===== config.mk =====
export PLATFORM = sky130hd
export DESIGN_NAME = cipher_out_buffer
export DESIGN_NICKNAME = d
export VERILOG_FILES = /design/src/rtl/cipher_pkg.sv /design/src/rtl/cipher_buf_mem.sv /design/src/rtl/cipher_out_buffer.sv
export SDC_FILE = /design/constraint.sdc
export NUM_CORES = 1
export LEC_CHECK = 0
export BUFFER_PORTS_ARGS = -buffer_cell sky130_fd_sc_hd__clkbuf_2
export CORE_UTILIZATION = 45
export CTS_CLUSTER_DIAMETER = 120
export CTS_CLUSTER_SIZE = 14
export DETAILED_ROUTE_END_ITERATION = 6
export GPL_ROUTABILITY_DRIVEN = 0
export PLACE_DENSITY = 0.66
export SETUP_SLACK_MARGIN = 0.02
export SLEW_MARGIN = 20
export SYNTH_ARGS = -nofsm -noshare
export SYNTH_HDL_FRONTEND = slang
export SYNTH_SLANG_ARGS = --single-unit
export TNS_END_PERCENT = 1

===== constraint.sdc =====
create_clock -name clk -period 4.9 [get_ports clk]
set_input_delay 1.47 -clock clk [delete_from_list [all_inputs] [get_ports clk]]
set_output_delay 1.47 -clock clk [all_outputs]
set_load 0.02 [all_outputs]

===== src/rtl/cipher_pkg.sv =====
`default_nettype none
// ============================================================================
// Package     : cipher_pkg
// Description : Shared types and constants for the cipher output datapath.
//               byte_t                   - one ciphertext byte
//               CIPHER_BUF_DEPTH_DEFAULT - default elastic buffer depth
//               BYTE_CNT_W               - width of the accepted-byte counter
// Revision    : 1.0 - initial release
// ============================================================================
package cipher_pkg;

  typedef logic [7:0] byte_t;

  localparam int CIPHER_BUF_DEPTH_DEFAULT = 16;
  localparam int BYTE_CNT_W               = 16;

endpackage : cipher_pkg
`default_nettype wire


===== src/rtl/cipher_buf_mem.sv =====
`default_nettype none
// ============================================================================
// Module      : cipher_buf_mem
// Description : DEPTH x byte_t register array, one synchronous write port and
//               one asynchronous read port. Storage has no reset.
// Ports       : clk     - clock, write on rising edge
//               wr_en   - write enable
//               wr_addr - write address
//               wr_data - write byte
//               rd_addr - read address
//               rd_data - byte at rd_addr (combinational)
// Revision    : 1.0 - initial release
// ============================================================================
module cipher_buf_mem
  import cipher_pkg::*;
#(
  parameter int DEPTH = CIPHER_BUF_DEPTH_DEFAULT,
  parameter int AW    = $clog2(DEPTH)
) (
  input  logic          clk,
  input  logic          wr_en,
  input  logic [AW-1:0] wr_addr,
  input  byte_t         wr_data,
  input  logic [AW-1:0] rd_addr,
  output byte_t         rd_data
);

  byte_t r_mem [DEPTH];

  always_ff @(posedge clk) begin
    if (wr_en) begin
      r_mem[wr_addr] <= wr_data;
    end
  end

  assign rd_data = r_mem[rd_addr];

endmodule : cipher_buf_mem
`default_nettype wire


===== src/rtl/cipher_out_buffer.sv =====
`default_nettype none
// ============================================================================
// Module      : cipher_out_buffer
// Description : First-word-fall-through elastic buffer behind the stream
//               cipher. Captures every valid ciphertext byte (no upstream
//               backpressure), presents it over ready/valid, warns early via
//               almost_full and flags dropped bytes with a sticky overflow.
// Ports       : clk, rst_n         - clock / async active-low reset
//               in_data, in_valid  - cipher byte stream
//               clear              - synchronous flush (highest priority)
//               out_data/valid/ready - consumer handshake
//               count, empty, full, almost_full - occupancy status
//               overflow           - sticky dropped-byte flag
//               byte_cnt           - bytes accepted since reset/clear
// Revision    : 1.0 - initial release
// ============================================================================
module cipher_out_buffer
  import cipher_pkg::*;
#(
  parameter int DEPTH        = CIPHER_BUF_DEPTH_DEFAULT,
  parameter int AFULL_THRESH = DEPTH - 2
) (
  input  logic                       clk,
  input  logic                       rst_n,
  input  byte_t                      in_data,
  input  logic                       in_valid,
  input  logic                       clear,
  output byte_t                      out_data,
  output logic                       out_valid,
  input  logic                       out_ready,
  output logic [$clog2(DEPTH):0]     count,
  output logic                       empty,
  output logic                       full,
  output logic                       almost_full,
  output logic                       overflow,
  output logic [BYTE_CNT_W-1:0]      byte_cnt
);

  localparam int AW = $clog2(DEPTH);
  localparam int CW = AW + 1;
  localparam logic [CW-1:0] C_DEPTH = CW'(DEPTH);
  localparam logic [CW-1:0] C_AFULL = CW'(AFULL_THRESH);

  logic [AW-1:0]         r_wr_ptr;
  logic [AW-1:0]         r_rd_ptr;
  logic [CW-1:0]         r_count;
  logic                  r_overflow;
  logic [BYTE_CNT_W-1:0] r_byte_cnt;

  logic w_push;
  logic w_pop;
  logic w_empty;
  logic w_full;

  // All status flags come from the registered count only, so nothing on the
  // output side has a combinational path from in_valid or out_ready.
  assign w_empty = (r_count == '0);
  assign w_full  = (r_count == C_DEPTH);

  assign w_pop  = !w_empty && out_ready;
  // A pop in the same cycle frees the slot, so a full buffer can still
  // accept when the consumer is draining.
  assign w_push = in_valid && (!w_full || w_pop);

  always_ff @(posedge clk or negedge rst_n) begin
    if (!rst_n) begin
      r_wr_ptr   <= '0;
      r_rd_ptr   <= '0;
      r_count    <= '0;
      r_overflow <= 1'b0;
      r_byte_cnt <= '0;
    end else if (clear) begin
      // Flush wins over any coincident push/pop; a byte arriving now is
      // discarded without being counted as overflow.
      r_wr_ptr   <= '0;
      r_rd_ptr   <= '0;
      r_count    <= '0;
      r_overflow <= 1'b0;
      r_byte_cnt <= '0;
    end else begin
      if (w_push) begin
        r_wr_ptr   <= r_wr_ptr + 1'b1;
        r_byte_cnt <= r_byte_cnt + 1'b1;
      end
      if (w_pop) begin
        r_rd_ptr <= r_rd_ptr + 1'b1;
      end
      case ({w_push, w_pop})
        2'b10:   r_count <= r_count + 1'b1;
        2'b01:   r_count <= r_count - 1'b1;
        default: r_count <= r_count;
      endcase
      if (in_valid && !w_push) begin
        r_overflow <= 1'b1;
      end
    end
  end

  cipher_buf_mem #(
    .DEPTH (DEPTH),
    .AW    (AW)
  ) u_mem (
    .clk     (clk),
    .wr_en   (w_push && !clear),
    .wr_addr (r_wr_ptr),
    .wr_data (in_data),
    .rd_addr (r_rd_ptr),
    .rd_data (out_data)
  );

  assign out_valid   = !w_empty;
  assign count       = r_count;
  assign empty       = w_empty;
  assign full        = w_full;
  assign almost_full = (r_count >= C_AFULL);
  assign overflow    = r_overflow;
  assign byte_cnt    = r_byte_cnt;

endmodule : cipher_out_buffer
`default_nettype wire

==> reports/results.tsv <==
metric	value	unit
outcome	finished clean	
yosys warns	0	
vias in the first global route	3901	
vias per inst	5.74	
H-Tree Depth	4	
Post-Synthesis Cells	393	
row count	44	
hold buffers post-CTS	0	
Skew-Pair Late Insertion Delay	0.43	ns
leak pwr	2.73	nW
Fillers	1142	
Post-Syn Area per Cell	17.2	µm²
Final TNS setup	0	ns
Final Core Density	53.4	%
port bufs	46	
Initial DRC Count	293	
startpoint class of the critical path	flop	
top area cells in the synthesized netlist	edfxtp_1, mux4_2, dfrtp_1, nor2_1, ha_1	
DRT Pass-1 Iters	4	
DRT met1 WL	5.59	mm
DIE HEIGHT	125	µm
Fin. Hold Viols	0	
pwr dens	450	nW/µm²
Area Overhead vs Synth	15.0	%
sequential element share of the synthesized area	67.8	%
post-placement setup slack	1.25	ns
Setup Skew	0.00974	ns
per-cell routed wire length	20.9	µm
Routed WL	13.6	mm
peak supply drop	0.000278	V
Async S/R FF share, synth	19.0	%
CTS Sinks	158	
Final Max Slew Viols	0	
DR WL met2	7.06	mm
Most used DFF post-synth	edfxtp_1	
cts repair resizes	0	
slew margin rel.	30.5	%
via count of the routed design	3725	
Post-CTS Setup Bufs	0	
FF+latch area	4600	µm²
Global Route Usage Sum	18.9	%
Initial Utilization	46.4	%
critical path data arrival time	2.61	ns
Setup violations, final	0	
Crit Path Max Fanout	26	
Worst-path clk slew	0.06	ns
CP required	3.43	ns
core box area	14600	µm²
initial antenna violation count	0	
DRT antenna net count	0	
Setup WS post-layout	0.823	ns
uppermost layer routed	met4	
Antenna diodes	0	
first-pass GRT wire length	21.5	mm
Synth Net Count	416	
top post-synthesis cells by count	edfxtp_1, nor2_1, mux4_2, dfrtp_1	
synth unique cells	49	
placed wire-length estimate	8.42	mm
I/O Pins	47	
Min Clock Period, post-route	4.08	ns
DIE WIDTH	125	µm
die area	15500	µm²
worst slew pin tran	1.04	ns
DRC	0	
Max Fclk	245	MHz
NumNets Final	476	
CTS Buf Count	17	
grt total ovfl	0	
Clock Path Buffers	2	
critical setup path kind	reg2out	
area of the multi-input gates	2020	µm²
final worst path period share	83.2	%
post-synth top area share	56.8	%
most common cell in the netlist	edfxtp_1	
CTS tree	done	
FF+latch count, synth	158	
EDFF count, synth	128	
layout cells sized above 1	28.6	%
area leader, netlist	edfxtp_1	
CP endpoint kind	primary output	
Root Driver	clkbuf_16	
RSZ-0062 raised after global routing	no	
Syn Std Cell Area	6770	µm²
pin count of the biggest net entering global routing	36	
worst hold-check path type	reg2reg	
max cap viols	0	
WL met3	734	µm
==> kinds of logic (layout without fill, tap and decap cells) <==
| family | after synthesis | after routing | share of synthesized area, % |
|---|---|---|---|
| buf+inv | 30 | 102 | 2.31 |
| simple gates | 90 | 90 | 6.72 |
| flops | 158 | 158 | 67.8 |
| compound gates | 43 | 43 | 4.64 |
| fa+ha+maj | 10 | 10 | 1.96 |
| xor+xnor | 15 | 15 | 1.94 |
| mux | 47 | 47 | 14.6 |
==> placed cells by master (no fill, tap or decap), types with 2 or more instances in the layout <==
| cell | count |
|---|---|
| a2111oi_0 | 2 |
| o2111ai_1 | 5 |
| nor2_1 | 40 |
| buf_4 | 13 |
| and3_1 | 2 |
| a21oi_1 | 11 |
| and4_1 | 2 |
| o21ai_0 | 6 |
| or2_2 | 3 |
| mux2i_1 | 5 |
| bufinv_16 | 2 |
| mux4_2 | 36 |
| clkbuf_16 | 17 |
| dfrtp_1 | 29 |
| o211ai_1 | 5 |
| xnor2_1 | 6 |
| mux4_1 | 4 |
| nand4_1 | 4 |
| and2_1 | 3 |
| clkinv_4 | 2 |
| nand2b_1 | 2 |
| clkbuf_2 | 46 |
| ha_1 | 9 |
| inv_1 | 11 |
| clkinv_1 | 4 |
| nand2_1 | 10 |
| xor2_1 | 9 |
| nor2b_1 | 5 |
| a211o_1 | 2 |
| clkinvlp_4 | 3 |
| or3_1 | 7 |
| clkinv_2 | 2 |
| nand3_1 | 7 |
| o31ai_1 | 2 |
| edfxtp_1 | 128 |
==> per-stage QoR <==
stage,cell area [µm²],power [mW],instances,hold WS [ns]
detailed placement,7240,2.31,618,0.505
global placement,7240,2.29,618,0.513
global route,7790,3.65,649,0.553
CTS,7790,3.54,649,0.521
finish,7790,3.51,649,0.522
floorplan,6770,2.14,393,0.551
==> layer usage <==
layer / vias to the layer above / GRT usage, %
met1: 1933 / 23.5
met4: 0 / 6.87
met3: 16 / 5.24
li1: 1670 / -
met5: - / 0
met2: 106 / 31.5
==> power breakdown <==
group          internal [mW]  leakage [nW]  switching, mW
registers               1.49          1.56         0.0651
clock network          0.737         0.262          0.498
logic                  0.334         0.904          0.382
==> flip-flops by register name (all words and copies together), names as in the netlist <==
| signal | count |
|---|---|
| overflow | 1 |
| u_mem.r_mem | 128 |
| count | 5 |
| byte_cnt | 16 |
| r_wr_ptr | 4 |
| r_rd_ptr | 4 |
==> path summary, 6_finish.rpt <==
path                             start            to  slack [ns]  depth (start not counted)
max                        r_rd_ptr[0]   out_data[2]        0.82                          4
min                           overflow      overflow        0.52                          2
max reg2reg                   count[1]      count[4]        2.04                          9
min reg2reg                   overflow      overflow        0.52                          2
max in group asynchronous        rst_n   r_rd_ptr[0]        3.26                          1
min in group asynchronous        rst_n  byte_cnt[15]        1.11                          1
==> worst max-delay path: stages (launching register included) <==
cell and delay, ns:
dfrtp_2 0.58, buf_12 0.28, mux4_1 0.60, mux4_2 0.53, clkbuf_2 0.18
==> area by class of cell <==
| type | count | area share (%) |
|---|---|---|
| sequential | 158 | 59.0 |
| inverter | 11 | 0.530 |
| clock inverter | 13 | 1.61 |
| multi-input combinational | 205 | 26.0 |
| clock buffer | 18 | 5.51 |
| tap | 184 | 2.95 |
| timing repair buffer | 60 | 4.46 |
No activity file was read; power rests on OpenSTA's default activity.
